$ cat src/rtl/zz_pkg.sv
// Shared types for the zigzag reorder controller: bank and read-FSM states,
// plus the block-size helper.
package zz_pkg;

  typedef enum logic [1:0] {
    EMPTY = 2'd0,
    FULL  = 2'd1,
    DRAIN = 2'd2
  } bank_state_t;

  typedef enum logic {
    IDLE   = 1'b0,
    STREAM = 1'b1
  } rd_state_t;

  function automatic int blk_size(input int col, input int row);
    return col * row;
  endfunction

endpackage

$ cat src/rtl/zz_scan_gen.sv
// Stallable zigzag scan generator over a COL x ROW block; clear wins over step.
// last is registered alongside the coordinates it describes.
module zz_scan_gen #(
  parameter  int COL = 8,
  parameter  int ROW = 8,
  localparam int XW  = $clog2(COL),
  localparam int YW  = $clog2(ROW)
) (
  input  logic          clk,
  input  logic          rst,
  input  logic          clear,
  input  logic          step,
  output logic [XW-1:0] x,
  output logic [YW-1:0] y,
  output logic          last
);

  localparam logic [XW-1:0] XMAX = XW'(COL - 1);
  localparam logic [YW-1:0] YMAX = YW'(ROW - 1);

  logic [XW-1:0] x_q, x_d;
  logic [YW-1:0] y_q, y_d;
  logic          last_q, last_d;

  always_comb begin
    x_d = x_q;
    y_d = y_q;
    if (clear) begin
      x_d = '0;
      y_d = '0;
    end else if (step) begin
      // Even diagonals run up-right, odd diagonals run down-left.
      if ((x_q[0] ^ y_q[0]) == 1'b0) begin
        if (x_q == XMAX) begin
          y_d = y_q + 1'b1;
        end else if (y_q == '0) begin
          x_d = x_q + 1'b1;
        end else begin
          x_d = x_q + 1'b1;
          y_d = y_q - 1'b1;
        end
      end else begin
        if (y_q == YMAX) begin
          x_d = x_q + 1'b1;
        end else if (x_q == '0) begin
          y_d = y_q + 1'b1;
        end else begin
          x_d = x_q - 1'b1;
          y_d = y_q + 1'b1;
        end
      end
    end
    last_d = (x_d == XMAX) && (y_d == YMAX);
  end

  always_ff @(posedge clk or posedge rst) begin
    if (rst) begin
      x_q    <= '0;
      y_q    <= '0;
      last_q <= 1'b0;
    end else begin
      x_q    <= x_d;
      y_q    <= y_d;
      last_q <= last_d;
    end
  end

  assign x    = x_q;
  assign y    = y_q;
  assign last = last_q;

endmodule

$ cat src/rtl/zz_reorder_ctrl.sv
// Ping-pong raster-to-zigzag reorder buffer: one bank fills from the transform
// while the other drains in zigzag order to the entropy coder.
module zz_reorder_ctrl
  import zz_pkg::*;
#(
  parameter int DW  = 12,
  parameter int COL = 8,
  parameter int ROW = 8
) (
  input  logic          clk,
  input  logic          rst,
  input  logic          in_valid,
  output logic          in_ready,
  input  logic [DW-1:0] in_data,
  output logic          out_valid,
  input  logic          out_ready,
  output logic [DW-1:0] out_data,
  output logic          out_last,
  output logic          dbg_rd_state,
  output logic [3:0]    dbg_bank_state
);

  localparam int N  = blk_size(COL, ROW);
  localparam int AW = $clog2(N);
  localparam int XW = $clog2(COL);
  localparam int YW = $clog2(ROW);

  // Handshake: a beat moves on a rising edge where valid and ready are both 1;
  // valid never waits on ready, and a held beat keeps its data stable.

  bank_state_t   bank_q [2];
  bank_state_t   bank_d [2];
  logic          wr_bank_q, wr_bank_d;
  logic          rd_bank_q, rd_bank_d;
  logic [AW-1:0] wa_q, wa_d;
  rd_state_t     rd_q, rd_d;

  logic [DW-1:0] mem_q [2][N];

  logic          wr_fire, wr_done;
  logic          rd_fire, rd_done;
  logic          start, restart;
  logic          scan_clear;
  logic [XW-1:0] scan_x;
  logic [YW-1:0] scan_y;
  logic          scan_last;

  assign in_ready  = (bank_q[wr_bank_q] == EMPTY);
  assign out_valid = (rd_q == STREAM);
  assign out_last  = out_valid & scan_last;
  // Gated so the never-cleared storage cannot leak onto the bus when idle.
  assign out_data  = out_valid ? mem_q[rd_bank_q][{scan_y, scan_x}] : '0;

  assign wr_fire = in_valid & in_ready;
  assign wr_done = wr_fire && (wa_q == AW'(N - 1));
  assign rd_fire = out_valid & out_ready;
  assign rd_done = rd_fire & scan_last;
  assign start   = (rd_q == IDLE) && (bank_q[rd_bank_q] == FULL);
  assign restart = rd_done && (bank_q[~rd_bank_q] == FULL);

  // The write and read sides always touch different banks, so their updates
  // on the same edge never collide.
  always_comb begin
    bank_d[0] = bank_q[0];
    bank_d[1] = bank_q[1];
    wr_bank_d = wr_bank_q;
    rd_bank_d = rd_bank_q;
    wa_d      = wa_q;
    rd_d      = rd_q;

    if (wr_fire) begin
      wa_d = wr_done ? '0 : wa_q + 1'b1;
    end
    if (wr_done) begin
      bank_d[wr_bank_q] = FULL;
      wr_bank_d         = ~wr_bank_q;
    end

    case (rd_q)
      IDLE: begin
        if (start) begin
          rd_d              = STREAM;
          bank_d[rd_bank_q] = DRAIN;
        end
      end
      STREAM: begin
        if (rd_done) begin
          bank_d[rd_bank_q] = EMPTY;
          rd_bank_d         = ~rd_bank_q;
          if (restart) begin
            bank_d[~rd_bank_q] = DRAIN;
          end else begin
            rd_d = IDLE;
          end
        end
      end
      default: rd_d = IDLE;
    endcase
  end

  always_ff @(posedge clk or posedge rst) begin
    if (rst) begin
      bank_q[0] <= EMPTY;
      bank_q[1] <= EMPTY;
      wr_bank_q <= 1'b0;
      rd_bank_q <= 1'b0;
      wa_q      <= '0;
      rd_q      <= IDLE;
    end else begin
      bank_q[0] <= bank_d[0];
      bank_q[1] <= bank_d[1];
      wr_bank_q <= wr_bank_d;
      rd_bank_q <= rd_bank_d;
      wa_q      <= wa_d;
      rd_q      <= rd_d;
    end
  end

  always_ff @(posedge clk) begin
    if (wr_fire) begin
      mem_q[wr_bank_q][wa_q] <= in_data;
    end
  end

  // Clearing on the last beat as well leaves the scan at (0,0) for a restart.
  assign scan_clear = start | rd_done;

  zz_scan_gen #(
    .COL(COL),
    .ROW(ROW)
  ) u_scan (
    .clk  (clk),
    .rst  (rst),
    .clear(scan_clear),
    .step (rd_fire),
    .x    (scan_x),
    .y    (scan_y),
    .last (scan_last)
  );

  assign dbg_rd_state   = rd_q;
  assign dbg_bank_state = {bank_q[1], bank_q[0]};

endmodule
$ cat config.mk
export PLATFORM = sky130hd
export DESIGN_NAME = zz_reorder_ctrl
export DESIGN_NICKNAME = d
export VERILOG_FILES = /design/src/rtl/zz_pkg.sv /design/src/rtl/zz_scan_gen.sv /design/src/rtl/zz_reorder_ctrl.sv
export SDC_FILE = /design/constraint.sdc
export NUM_CORES = 1
export LEC_CHECK = 0
export CAP_MARGIN = 25
export CORE_ASPECT_RATIO = 1.1
export CORE_MARGIN = 2
export CORE_UTILIZATION = 41
export CTS_BUF_LIST = sky130_fd_sc_hd__clkbuf_4 sky130_fd_sc_hd__clkbuf_8
export DETAILED_ROUTE_END_ITERATION = 8
export GPL_ROUTABILITY_DRIVEN = 0
export GPL_TIMING_DRIVEN = 1
export PLACE_DENSITY = 0.54
export SLEW_MARGIN = 20
export SYNTH_ARGS = -nofsm -noshare
export SYNTH_HDL_FRONTEND = slang
export SYNTH_SLANG_ARGS = --single-unit
$ cat constraint.sdc
create_clock -name clk -period 6.9 [get_ports clk]
set_input_delay 1.38 -clock clk [delete_from_list [all_inputs] [get_ports clk]]
set_output_delay 1.38 -clock clk [all_outputs]
set_load 0.01 [all_outputs]
==> reports/results.tsv <==
stage	metric	value	unit
status	status	completed	
synth	Synth Area in XOR/XNOR	0.1128	%
sta	Finish-stage setup viols	0	
critical_path	r2r setup slk	3.17	ns
hold_path	hold_sp	wa_q[2]	
clocking	Skew-Pair Late Insertion Delay	0.95	ns
drt	final wirelength	165400	um
critical_path	critical path class	reg2out	
clocking	CTS buffer count	236	
sta	Tmin final	6.609	ns
synth	Synthesized Nets	3264	
synth	instance count of the mapped netlist	3237	
critical_path	Worst Reg2Reg Path Length in Cells	6	
drt	via count of the routed design	32159	
synth	Compound-Gate Fraction of Synth Area	3.534	%
critical_path	CP Launch Type	register	
clocking	hold buffer count at cts	0	
cells_and_area	layout cells sized above 1	21.84	%
drt	antenna-violating nets left	0	
floorplanning	Die H	408.6	um
cells_and_area	area delta synth->final	13.11	%
cells_and_area	Util after Layout	46.69	%
floorplanning	I/O pins	36	
placement	worst slack, placed	1.308	ns
synth	Post-Syn Area	61010	um2
drt	Iter 0 DRT Violations	3729	
critical_path	critical path arrival	5.23	ns
critical_path	Crit Path Max Fanout	59	
synth	Seq/Total Area, Yosys	76.43	%
drt	DR vias/cell	5.740	
synth	Mean Syn Cell Area	18.85	um2
placement	number of port buffers	35	
sta	RSZ-0062 raised after global routing	false	
critical_path	worst reg2reg startpoint	dbg_bank_state[2]	
synth	Adder-Cell Fraction of Synth Area	0.2256	%
sta	max frequency	151.3	MHz
grt	vias in the first global route	32580	
clocking	Reg clk slew, reported paths	0.07	ns
critical_path	Critical Path End Type	output port	
floorplanning	chip width	371.8	um
critical_path	top cell family by delay on the critical path	buffers and inverters	
power	Power Dens Cells	369.3	nW/um2
synth	ys async rst share	1.285	%
sta	Slew @ Worst Pin	1.143	ns
critical_path	CP cell instances	buf_12, buf_4, mux2i_1, a22oi_1, nand3_1, nand4_1, o41a_1, clkdlybuf4s50_1	
sta	final worst path period share	95.78	%
clocking	CTS sink cnt	1556	
grt	pin count of the biggest net entering global routing	89	
critical_path	Crit. path cell count	8	
synth	Seq cells post-synth	1556	
placement	Post-DP HPWL	102000	um
synth	largest family of logic cells by synthesized area	multiplexers	
sta	Fin. Hold Viols	0	
critical_path	slowest stage cell on the critical path	dfrtp_4	
critical_path	RR Endpoint	mem_q[1][732]	
flow_run	max_cap viols	0	
drt	drt drc	0	
hold_path	WHS Path Cells	1	
floorplanning	core area	147800	um2
floorplanning	Rows	148	
sta	Setup TNS	0	ns
floorplanning	die area	151900	um2
clocking	Root Driver	clkbuf_8	
synth	yosys warns	0	
drt	first-pass iteration count of the detailed router	5	
power	Peak VDD IR	0.2371	mV
synth	fraction of synthesized area in multiplexers	13.41	%
clocking	clock buffer depth	3	
hold_path	Hold EP	wa_q[2]	
critical_path	CP bufs+invs	3	
synth	number of flops mapped to enable cells by yosys	1536	
critical_path	Req. time, crit path	5.52	ns
drt	routed len/inst	29.52	um
synth	Synth cell types	56	
synth	Top FF cell, synth	edfxtp_1	
clocking	H-tree levels	4	
critical_path	max incr delay on CP	1.12	ns
grt	GRT Total Usage	21.80	%
clocking	post-cts sizing count	0	
sta	Max-slew headroom	23.78	%
clocking	number of setup buffers added after CTS	0	
cells_and_area	Fillers	12449	
clocking	CTS tree	done	
floorplanning	Initial Util	41.28	%
sta	clock skew	0.04424	ns
sta	fin worst setup slack	0.2912	ns
cells_and_area	final net count	3489	
grt	GR Overflow Total	0	
synth	Post-Synth Simple-Gate Area	4.637	%
power	LEAKAGE	22.44	nW
grt	first-pass GRT wire length	236300	um
hold_path	worst hold path class	reg2reg	
sta	Slew Viols, Final	0	
grt	initial antenna violation count	7	
worst reg2reg max path, stage by stage (launching register included):
cell     delay (ns)
dfrtp_1        0.55
nor3b_1        0.43
o21a_1         0.38
and2_1         0.29
nand2_2        0.58
nor2_1         0.90
buf_4          0.28
cell usage in the layout (no fill, tap or decap), types with 45 or more instances in the layout:
| cell type | Yosys | layout |
|---|---|---|
| clkbuf_4 | 0 | 73 |
| nor2_2 | 0 | 45 |
| nand4_1 | 51 | 51 |
| buf_4 | 4 | 141 |
| nand2_1 | 58 | 57 |
| a31oi_1 | 63 | 63 |
| mux4_2 | 192 | 192 |
| nor2_1 | 145 | 98 |
| clkbuf_8 | 0 | 240 |
| nand3_1 | 174 | 172 |
| and3_1 | 69 | 68 |
| a22oi_1 | 157 | 157 |
| mux2i_1 | 384 | 384 |
| edfxtp_1 | 1536 | 1536 |
| clkinv_1 | 0 | 61 |
per-layer routing:
layer	global-route usage, %	routed length, um	vias to the layer above
met5	0	0	-
met4	6.931	4772	0
met3	4.280	11870	254
met2	35.20	80620	1277
met1	29.80	68120	16925
li1	-	-	13703
Yosys cell counts (42+ instances only):
cell type | count | area (um2)
a21oi_1 | 42 | 210.2
a22oi_1 | 157 | 1179
a31oi_1 | 63 | 394.1
and3_1 | 69 | 431.7
buf_2 | 70 | 350.3
clkbuf_1 | 109 | 409.1
edfxtp_1 | 1536 | 46120
mux2i_1 | 384 | 3844
mux4_2 | 192 | 4324
nand2_1 | 58 | 217.7
nand3_1 | 174 | 870.8
nand4_1 | 51 | 319.1
nor2_1 | 145 | 544.3
power breakdown:
group / switching, mW / internal, mW / total, mW
Sequential: 0.323 / 10.6 / 10.9
Combinational: 4.44 / 2.70 / 7.14
Clock: 3.55 / 3.88 / 7.44
Total: 8.32 / 17.2 / 25.5
state kept, by name, summed over array words and instances (netlist names):
name / count
dbg_bank_state: 4
dbg_rd_state: 1
mem_q: 1536
rd_bank_q: 1
u_scan.last: 1
u_scan.x: 3
u_scan.y: 3
wa_q: 6
wr_bank_q: 1
through the flow:
step                std cells  hold WS (ns)  total power [mW]  instance area [um2]
CTS                      5593        0.6260             25.61                68910
floorplan                3237        0.5665             15.30                61010
finish                   5603        0.6394             25.48                69000
global placement         5145        0.5992             18.11                64010
detailed placement       5167        0.6199             18.20                64340
global route             5601        0.6623             26.39                69000
area by class of cell:
class / count / area, um2 / area share (%)
sequential: 1556 / 46630 / 67.58
multi-input combinational: 1461 / 13560 / 19.65
clock buffer: 313 / 3851 / 5.581
tap: 1950 / 2440 / 3.536
timing repair buffer: 192 / 1725 / 2.501
clock inverter: 113 / 726.9 / 1.054
inverter: 15 / 56.30 / 0.08160
antenna: 3 / 7.507 / 0.01088
worst max-delay path by stage:
stage                start      endpoint
2_1_floorplan  u_scan.x[0]  out_data[10]
3_3_place_gp   u_scan.x[0]  out_data[10]
3_5_place_dp   u_scan.x[0]  out_data[10]
4_1_cts        u_scan.x[0]  out_data[10]
5_1_grt        u_scan.x[0]   out_data[4]
6_report       u_scan.x[0]  out_data[10]
logic make-up (layout without fill, tap and decap cells):
group | count (synthesis) | count (layout)
other | 0 | 3
adder cells (fa/ha/maj) | 11 | 11
AND/OR/NAND/NOR | 558 | 558
multiplexers | 577 | 577
AO/OA/AOI/OAI | 308 | 308
XOR/XNOR | 7 | 7
buffers and inverters | 220 | 633
flip-flops | 1556 | 1556
(Power assumes the default switching activity.)
